<file path="src/rtl/raster_pkg.sv">
// Shared raster-stage types: scan state encoding and the default screen limit.
package raster_pkg;

    typedef enum logic [1:0] {
        IDLE = 2'd0,
        SCAN = 2'd1,
        FIN  = 2'd2
    } scan_state_e;

    localparam int SCREEN_MAX_DEFAULT = 255;

endpackage

</file>
<file path="src/rtl/scan_axis_ctr.sv">
// One axis of the raster walk: loads a start coordinate, steps by one, flags the axis limit.
module scan_axis_ctr #(
    parameter int W = 16
) (
    input  logic         clk,
    input  logic         rst,
    input  logic         load,
    input  logic [W-1:0] load_val,
    input  logic         inc,
    input  logic [W-1:0] max_val,
    output logic [W-1:0] count,
    output logic         at_max
);

    logic [W-1:0] count_r;

    // Coordinate register; load has priority over increment.
    always_ff @(posedge clk) begin
        if (rst) begin
            count_r <= '0;
        end else if (load) begin
            count_r <= load_val;
        end else if (inc) begin
            count_r <= count_r + W'(1'b1);
        end else begin
            count_r <= count_r;
        end
    end

    assign count  = count_r;
    assign at_max = (count_r == max_val);

endmodule

</file>
<file path="src/rtl/pixel_scanner.sv">
// Walks every pixel of an inclusive bounding box, row by row, over a valid/ready stream.
// Optional macro PIXEL_SCANNER_PIX_CNT_EN adds a pix_count output of accepted pixels.
module pixel_scanner
    import raster_pkg::*;
#(
    parameter int COORD_W    = 16,
    parameter int SCREEN_MAX = SCREEN_MAX_DEFAULT
) (
    input  logic               clk,
    input  logic               rst,
    input  logic               bbox_valid,
    input  logic [COORD_W-1:0] bbox_x_min_int,
    input  logic [COORD_W-1:0] bbox_x_max_int,
    input  logic [COORD_W-1:0] bbox_y_min_int,
    input  logic [COORD_W-1:0] bbox_y_max_int,
    output logic               busy,
    output logic [COORD_W-1:0] pix_x,
    output logic [COORD_W-1:0] pix_y,
    output logic               pix_valid,
    input  logic               pix_ready,
    output logic               done
`ifdef PIXEL_SCANNER_PIX_CNT_EN
    ,
    output logic [2*COORD_W-1:0] pix_count
`endif
);

    localparam logic [COORD_W-1:0] SCREEN_MAX_C = COORD_W'(SCREEN_MAX);

    function automatic logic [COORD_W-1:0] clamp_coord(input logic [COORD_W-1:0] v);
        if (v > SCREEN_MAX_C) begin
            clamp_coord = SCREEN_MAX_C;
        end else begin
            clamp_coord = v;
        end
    endfunction

    scan_state_e state_r, state_n;

    logic [COORD_W-1:0] x_min_r, x_max_r, y_min_r, y_max_r;
    logic [COORD_W-1:0] x_min_c_s, x_max_c_s, y_min_c_s, y_max_c_s;
    logic               empty_s, start_s, hs_s;
    logic               x_at_max_s, y_at_max_s;
    logic               x_load_s, x_inc_s, y_inc_s;
    logic [COORD_W-1:0] x_load_val_s;
    logic               busy_r, pix_valid_r, done_r;

    assign x_min_c_s = clamp_coord(bbox_x_min_int);
    assign x_max_c_s = clamp_coord(bbox_x_max_int);
    assign y_min_c_s = clamp_coord(bbox_y_min_int);
    assign y_max_c_s = clamp_coord(bbox_y_max_int);
    assign empty_s   = (x_min_c_s > x_max_c_s) || (y_min_c_s > y_max_c_s);

    // Next-state and axis-counter control.
    always_comb begin
        state_n      = state_r;
        start_s      = 1'b0;
        hs_s         = 1'b0;
        x_load_s     = 1'b0;
        x_load_val_s = x_min_r;
        x_inc_s      = 1'b0;
        y_inc_s      = 1'b0;
        case (state_r)
            IDLE: begin
                if (bbox_valid) begin
                    if (empty_s) begin
                        state_n = FIN;
                    end else begin
                        state_n      = SCAN;
                        start_s      = 1'b1;
                        x_load_s     = 1'b1;
                        x_load_val_s = x_min_c_s;
                    end
                end else begin
                    state_n = IDLE;
                end
            end
            SCAN: begin
                hs_s = pix_ready;
                if (pix_ready) begin
                    // End of row wraps x back to the left edge and advances y.
                    x_load_s = x_at_max_s;
                    x_inc_s  = !x_at_max_s;
                    y_inc_s  = x_at_max_s && !y_at_max_s;
                    if (x_at_max_s && y_at_max_s) begin
                        state_n = FIN;
                    end else begin
                        state_n = SCAN;
                    end
                end else begin
                    state_n = SCAN;
                end
            end
            FIN: begin
                state_n = IDLE;
            end
            default: begin
                state_n = IDLE;
            end
        endcase
    end

    // State, registered status flags and latched box limits.
    always_ff @(posedge clk) begin
        if (rst) begin
            state_r     <= IDLE;
            busy_r      <= 1'b0;
            pix_valid_r <= 1'b0;
            done_r      <= 1'b0;
            x_min_r     <= '0;
            x_max_r     <= '0;
            y_min_r     <= '0;
            y_max_r     <= '0;
        end else begin
            state_r     <= state_n;
            busy_r      <= (state_n != IDLE);
            pix_valid_r <= (state_n == SCAN);
            done_r      <= (state_n == FIN);
            if (start_s) begin
                x_min_r <= x_min_c_s;
                x_max_r <= x_max_c_s;
                y_min_r <= y_min_c_s;
                y_max_r <= y_max_c_s;
            end else begin
                x_min_r <= x_min_r;
                x_max_r <= x_max_r;
                y_min_r <= y_min_r;
                y_max_r <= y_max_r;
            end
        end
    end

    scan_axis_ctr #(.W(COORD_W)) u_x_ctr (
        .clk      (clk),
        .rst      (rst),
        .load     (x_load_s),
        .load_val (x_load_val_s),
        .inc      (x_inc_s),
        .max_val  (x_max_r),
        .count    (pix_x),
        .at_max   (x_at_max_s)
    );

    scan_axis_ctr #(.W(COORD_W)) u_y_ctr (
        .clk      (clk),
        .rst      (rst),
        .load     (start_s),
        .load_val (y_min_c_s),
        .inc      (y_inc_s),
        .max_val  (y_max_r),
        .count    (pix_y),
        .at_max   (y_at_max_s)
    );

    assign busy      = busy_r;
    assign pix_valid = pix_valid_r;
    assign done      = done_r;

`ifdef PIXEL_SCANNER_PIX_CNT_EN
    logic [2*COORD_W-1:0] pix_count_r;

    // Accepted-pixel count; held after done until the next box starts.
    always_ff @(posedge clk) begin
        if (rst) begin
            pix_count_r <= '0;
        end else if (start_s) begin
            pix_count_r <= '0;
        end else if (hs_s) begin
            pix_count_r <= pix_count_r + (2*COORD_W)'(1'b1);
        end else begin
            pix_count_r <= pix_count_r;
        end
    end

    assign pix_count = pix_count_r;
`endif

endmodule
</file>
<file path="config.mk">
export PLATFORM = sky130hd
export DESIGN_NAME = pixel_scanner
export DESIGN_NICKNAME = d
export VERILOG_FILES = /design/src/rtl/raster_pkg.sv /design/src/rtl/scan_axis_ctr.sv /design/src/rtl/pixel_scanner.sv
export SDC_FILE = /design/constraint.sdc
export NUM_CORES = 1
export LEC_CHECK = 0
export BUFFER_PORTS_ARGS = -buffer_cell sky130_fd_sc_hd__buf_2
export CAP_MARGIN = 15
export CORE_ASPECT_RATIO = 0.9
export CORE_UTILIZATION = 56
export CTS_CLUSTER_DIAMETER = 40
export DETAILED_ROUTE_END_ITERATION = 16
export PLACE_DENSITY_LB_ADDON = 0.12
export SLEW_MARGIN = 0
export SYNTH_ARGS = -nofsm -noshare
export SYNTH_HDL_FRONTEND = slang
export SYNTH_HIERARCHICAL = 1
export SYNTH_SLANG_ARGS = --single-unit
</file>
<file path="constraint.sdc">
create_clock -name clk -period 4.2 [get_ports clk]
set_input_delay 0.42 -clock clk [delete_from_list [all_inputs] [get_ports clk]]
set_output_delay 0.42 -clock clk [all_outputs]
set_load 0.01 [all_outputs]
</file>
; ---- After elaboration in Yosys (flattened, before gate mapping)
; Cells that the tools add are included.
[totals]
input_bits = 68
register_bits = 85
[op_classes]
mux = 25
order_cmp = 6
n_addsub = 2
n_reduce_logical = 9
n_eq_ne = 5
[op_table]
columns = operator, count
row1 = $mux W16, 11
row2 = $gt A16 B8 Y1 const B, 4
row3 = $add A16 B1 Y16 const B, 2
row4 = $eq A16 B16 Y1, 2
row5 = $gt A16 B16 Y1, 2
row6 = $mux W1, 8
row7 = $mux W2, 4
row8 = $reduce_bool A2 Y1, 3
row9 = $eq A2 B1 Y1 const B, 2
row10 = $pmux W2 S2, 1
row11 = $eq A2 B2 Y1 const B, 1
row12 = $logic_and A1 B1 Y1, 2
row13 = $logic_not A1 Y1, 2
row14 = $logic_not A2 Y1, 1
row15 = $pmux W1 S2, 1
row16 = $logic_or A1 B1 Y1, 1

; ---- Depth between registers and ports, before layout
[depth]
ltp_word = 8
ltp_mapped = 16

; ---- By module
; Netlist, hierarchy kept.
[modules_own_cells]
columns = module, cells_each, seq_area_each_um2, area_each_um2, n_inst
row1 = pixel_scanner, 318, 1061.0, 2970.3, 1
row2 = scan_axis_ctr, 136, 320.3, 1203.7, 2

; ---- Least setup slack after synthesis
; Ideal clock, no wire load.
[synth_path]
path_kind = input -> register
from = in bbox_y_min_int[14]
to = reg u_x_ctr.count_r[13] (netlist: u_x_ctr/count[13])
required_ns = 4.088
setup_time_ns = 0.112
path_buffers = 2
arrival_time_ns = 3.596
stages = 15
slack_ns = 0.491
cell_sequence = nor4_1 > nand2_1 > or2_2 > ha_1 > a21oi_1 > o21ai_0 > a221o_1 > o31ai_4 > nand3_4 > buf_6 > nand2_1 > clkbuf_1 > nor2_1 > o41a_1 > a2111oi_1
[synth_via]
elab_chain_len = 8
word_cells_on_any_way = 12
cone_classes = 2 x order compare / 8 x mux / 2 x reduce/logical
[synth_lines]
columns = element, line_no
row1 = from (decl), pixel_scanner.sv:14  ; input logic [COORD_W-1:0] bbox_y_min_int,
row2 = $gt A16 B8 Y1 (*), pixel_scanner.sv:31  ; if (v > SCREEN_MAX_C) begin
row3 = $mux W16 (*), pixel_scanner.sv:31
row4 = net y_min_c_s[7], pixel_scanner.sv:41  ; logic [COORD_W-1:0] x_min_c_s, x_max_c_s, y_min_c_s, y_max_c_s;
row5 = $gt A16 B16 Y1 (*), pixel_scanner.sv:52  ; assign empty_s = (x_min_c_s > x_max_c_s) || (y_min_c_s > y_max_c_s);
row6 = $logic_or A1 B1 Y1 (*), pixel_scanner.sv:52
row7 = $mux W1 (*), pixel_scanner.sv:66  ; if (empty_s) begin
row8 = $mux W1 (*), pixel_scanner.sv:65  ; if (bbox_valid) begin
row9 = $pmux W1 S2 (*), pixel_scanner.sv:63  ; case (state_r)
row10 = net x_load_s, pixel_scanner.sv:44  ; logic x_load_s, x_inc_s, y_inc_s;
row11 = $mux W16 or $reduce_bool A2 Y1 (tied branches), -
row12 = to (signal assigned), scan_axis_ctr.sv:22  ; count_r <= load_val;
row13 = to (signal assigned), scan_axis_ctr.sv:24  ; count_r <= count_r + W'(1'b1);
row14 = to (signal assigned), scan_axis_ctr.sv:26  ; count_r <= count_r;
row15 = to (decl), scan_axis_ctr.sv:15  ; logic [W-1:0] count_r;
; The timed path passes the listed nets; every way through them passes the cells marked *.
; A chain may end at the register's enable or synchronous reset.

; ---- Worst setup path in the final report
[layout_path]
from = in bbox_y_min_int[14]
to = reg u_x_ctr.count_r[15] (netlist: u_x_ctr/count[15])
; Same word-level chain as after synthesis.

==> out/qor.yml <==
clock_network:
  holdBufCountCts: 0
  cts_resized: 0
  numCtsBuffers: 9
  cts_root_buf: "clkbuf_8"
  path_clk_slew_ns: 0.08
  tritoncts: "done"
  clk_latency_ns: 0.35
  clockBufferDepth: 2
  post_cts_buffers: 0
  h-tree-depth: 3
  numClockSinks: 85
layout:
  fill_cells: 821
  design_area_sq_um: 6070
  antenna_cells: 0
  multi_input_area_sq_um: 3440
  area_growth_pct: 12.8
  seqCellArea_sq_um: 1700
  drive_gt1_frac: 0.248
  fin_nets: 811
die:
  core_sq_um: 9210
  ios: 103
  die_h_um: 95.0
  dieArea_sq_um: 10000
  fp.dieW_um: 105
  std_cell_rows: 33
  start_util: 0.584
yosys:
  synth_top_area_frac: 0.316
  ys.flop_type: "dfxtp_1"
  ys_ff_latch: 85
  syn-cell-area_sq_um: 5380
  netlist_instances: 590
  yosysWarningCount: 6
  yosysSeqAreaShare: 0.316
  ys_async_sr_fraction: 0
  netlist_top_cells_area: "dfxtp_1 (32%), ha_1 (7.9%), xnor2_1 (5.2%)"
  synth_edf_count: 0
  synth_cell_types: 51
  syn_avg_cell_area_sq_um: 9.11
  synth_top_area_cell: "dfxtp_1"
worst_setup_path:
  crit_family: "simple AND/OR/NAND/NOR gates"
  critPathKind: "in -> reg"
  worstSetupStartpointType: "input pin"
  crit_path_frequent_cell: "nand2_1"
  slowest_stage: "inv_1"
  cp_max_fo: 24
  worst-path-buf-inv: 2
  critical_path.cell_chain: "buf_2 > nor4_1 > nand2_1 > or2_2 > ha_1 > nand2_1 > nor4_2 > a21boi_2 > o31ai_4 > nand3_4 > nand2_1 > inv_1 > nor2_1 > a2111oi_1"
  crit_arrival_ns: 3.63
  endpoint_kind: "flip-flop"
  critPathRequiredTime_ns: 4.43
  slowest_delay_ns: 0.57
pwr:
  power_leakage_uw: 0.00251
  internal_power_uw: 1320
  swShare: 0.328
  power.density_nw_per_um2: 323
  switchingPower_uw: 642
  p_seq_frac: 0.488
  vdd_drop_max_mv: 0.158
  comb_power_share: 0.234
  clock_power_share: 0.278
drt:
  drt_pass1_iterations: 5
  wl_per_cell_um: 15.5
  drc_errors: 0
  routed_wl_um: 13000
  vias: 4801
  via_per_inst: 5.74
  drt_iter0_drc: 266
  route.antenna.remaining_nets: 0
timing:
  period_share: 0.811
  setup-violations-final: 0
  max_freq_ghz: 0.294
  slew-limit-headroom: 0.389
  fin_crit_ns: 3.41
  setup-tns-final_ns: 0
  worst_slew_pin_slew_ns: 0.917
  drv_slew: 0
  rsz0062_at_grt: "false"
  finClkSkew_ns: 0.00826
  hold_violations: 0
global_routing:
  grt_pass1_wl_um: 21200
  grtUsageTotal: 0.263
  grt_pass1_vias: 4322
  antenna_found_initial: 0
  overflow: 0
  grt_max_degree: 63
placement:
  place_area_sq_um: 5880
  hpwl_um: 9470
  io_buffer_count: 102
  gp_congestion: 0.847
min_path:
  hold_path.class: "in -> reg"
outcome:
  status: "complete, no violations"
run:
  max_cap_viol_count: 0
==> layout by cell type (no fill, tap or decap), drive strengths merged, types with 9 or more instances in the layout <==
master and instances:
nand2 29, clkbuf 11, a31oi 26, a21oi 21
nor2 62, a311oi 12, and3 28, and2 11
nor2b 13, o21ai 9, nand3 17, dfxtp 85
a2111oi 10, nand4 27, or2 16, ha 34
nor4 29, xnor2 32, buf 108, nor3 10
a211oi 21, conb 40
==> area by class of cell <==
| class | instances | share of cell area |
|---|---|---|
| clock buffer | 11 | 0.0250 |
| timing repair buffer | 108 | 0.0916 |
| multi-input combinational | 498 | 0.567 |
| inverter | 7 | 0.00516 |
| clock inverter | 5 | 0.00578 |
| sequential | 85 | 0.281 |
| tap | 122 | 0.0252 |
==> worst min-delay path, delay by kind of cell <==
kind	cells	cell delay, ns
simple gates	2	0.15
buf+inv	1	0.11
==> synthesized netlist by cell type (all sizes together) (4+ instances only) <==
library cell and n:
a2111oi 10, a211oi 21, a21oi 21, a311oi 12, a31oi 26, and2 11
and3 28, buf 20, clkbuf 16, dfxtp 85, ha 34, inv 6
nand2 29, nand3 17, nand4 27, nor2 62, nor2b 13, nor3 10
nor4 29, o21ai 9, o31ai 8, o41a 8, or2 16, or3 4
or4 8, xnor2 32, xor2 8
==> kinds of logic (layout without fill, tap and decap cells) <==
| kind of cell | Yosys count | after routing | synth area share |
|---|---|---|---|
| xor gates and xnor gates | 40 | 40 | 0.0651 |
| adders and majority gates | 34 | 34 | 0.0791 |
| DFF | 85 | 85 | 0.316 |
| and+or+nand+nor | 257 | 257 | 0.273 |
| other | 2 | 40 | 0.00140 |
| AOI/OAI and AO/OA | 125 | 125 | 0.190 |
| buffers and inverters | 45 | 131 | 0.0707 |
| muxes | 2 | 2 | 0.00419 |
==> worst paths after layout <==
path,startpoint,to,slack (ns),cells past startpoint
hold / removal,bbox_valid,busy,0.38,3
setup reg to reg,u_x_ctr/count[12],u_y_ctr/count[15],0.85,8
setup / recovery,bbox_y_min_int[14],u_x_ctr/count[15],0.79,14
hold reg to reg,x_min_r[11],x_min_r[11],0.48,1
==> metal layers <==
metal,track usage,vias up,share of wire
met2,0.426,124,0.46
met4,0.0763,0,0.015
met3,0.0373,18,0.042
met5,0,-,0
met1,0.365,2231,0.49
li1,-,2428,-
==> registers in the layout (all words and copies together), names as in the netlist <==
register	cells
busy	1
state_r	2
u_x_ctr/count	16
y_max_r	16
u_y_ctr/count	16
x_min_r	16
done	1
x_max_r	16
pix_valid	1
==> metrics by stage <==
| step | utilization | cells | worst slack, ns | total power [uW] | hold slack [ns] |
|---|---|---|---|---|---|
| final | 0.659 | 836 | 0.794 | 1960 | 0.382 |
| after global routing | 0.659 | 836 | 0.445 | 2060 | 0.396 |
| after CTS | 0.659 | 836 | 0.795 | 1960 | 0.370 |
| after detailed placement | 0.639 | 820 | 0.423 | 1420 | 0.458 |
| after global placement | 0.639 | 820 | 0.539 | 1410 | 0.441 |
| after floorplan | - | 628 | 0.491 | 1320 | 0.424 |
==> power by group through the flow <==
stage | registers (uW) | clock network, uW | logic (uW)
final | 956 | 544 | 458
after global routing | 966 | 588 | 507
after CTS | 956 | 553 | 447
after detailed placement | 975 | 0 | 444
after global placement | 971 | 0 | 436
after floorplan | 955 | 0 | 361
(Power assumes the default switching activity.)
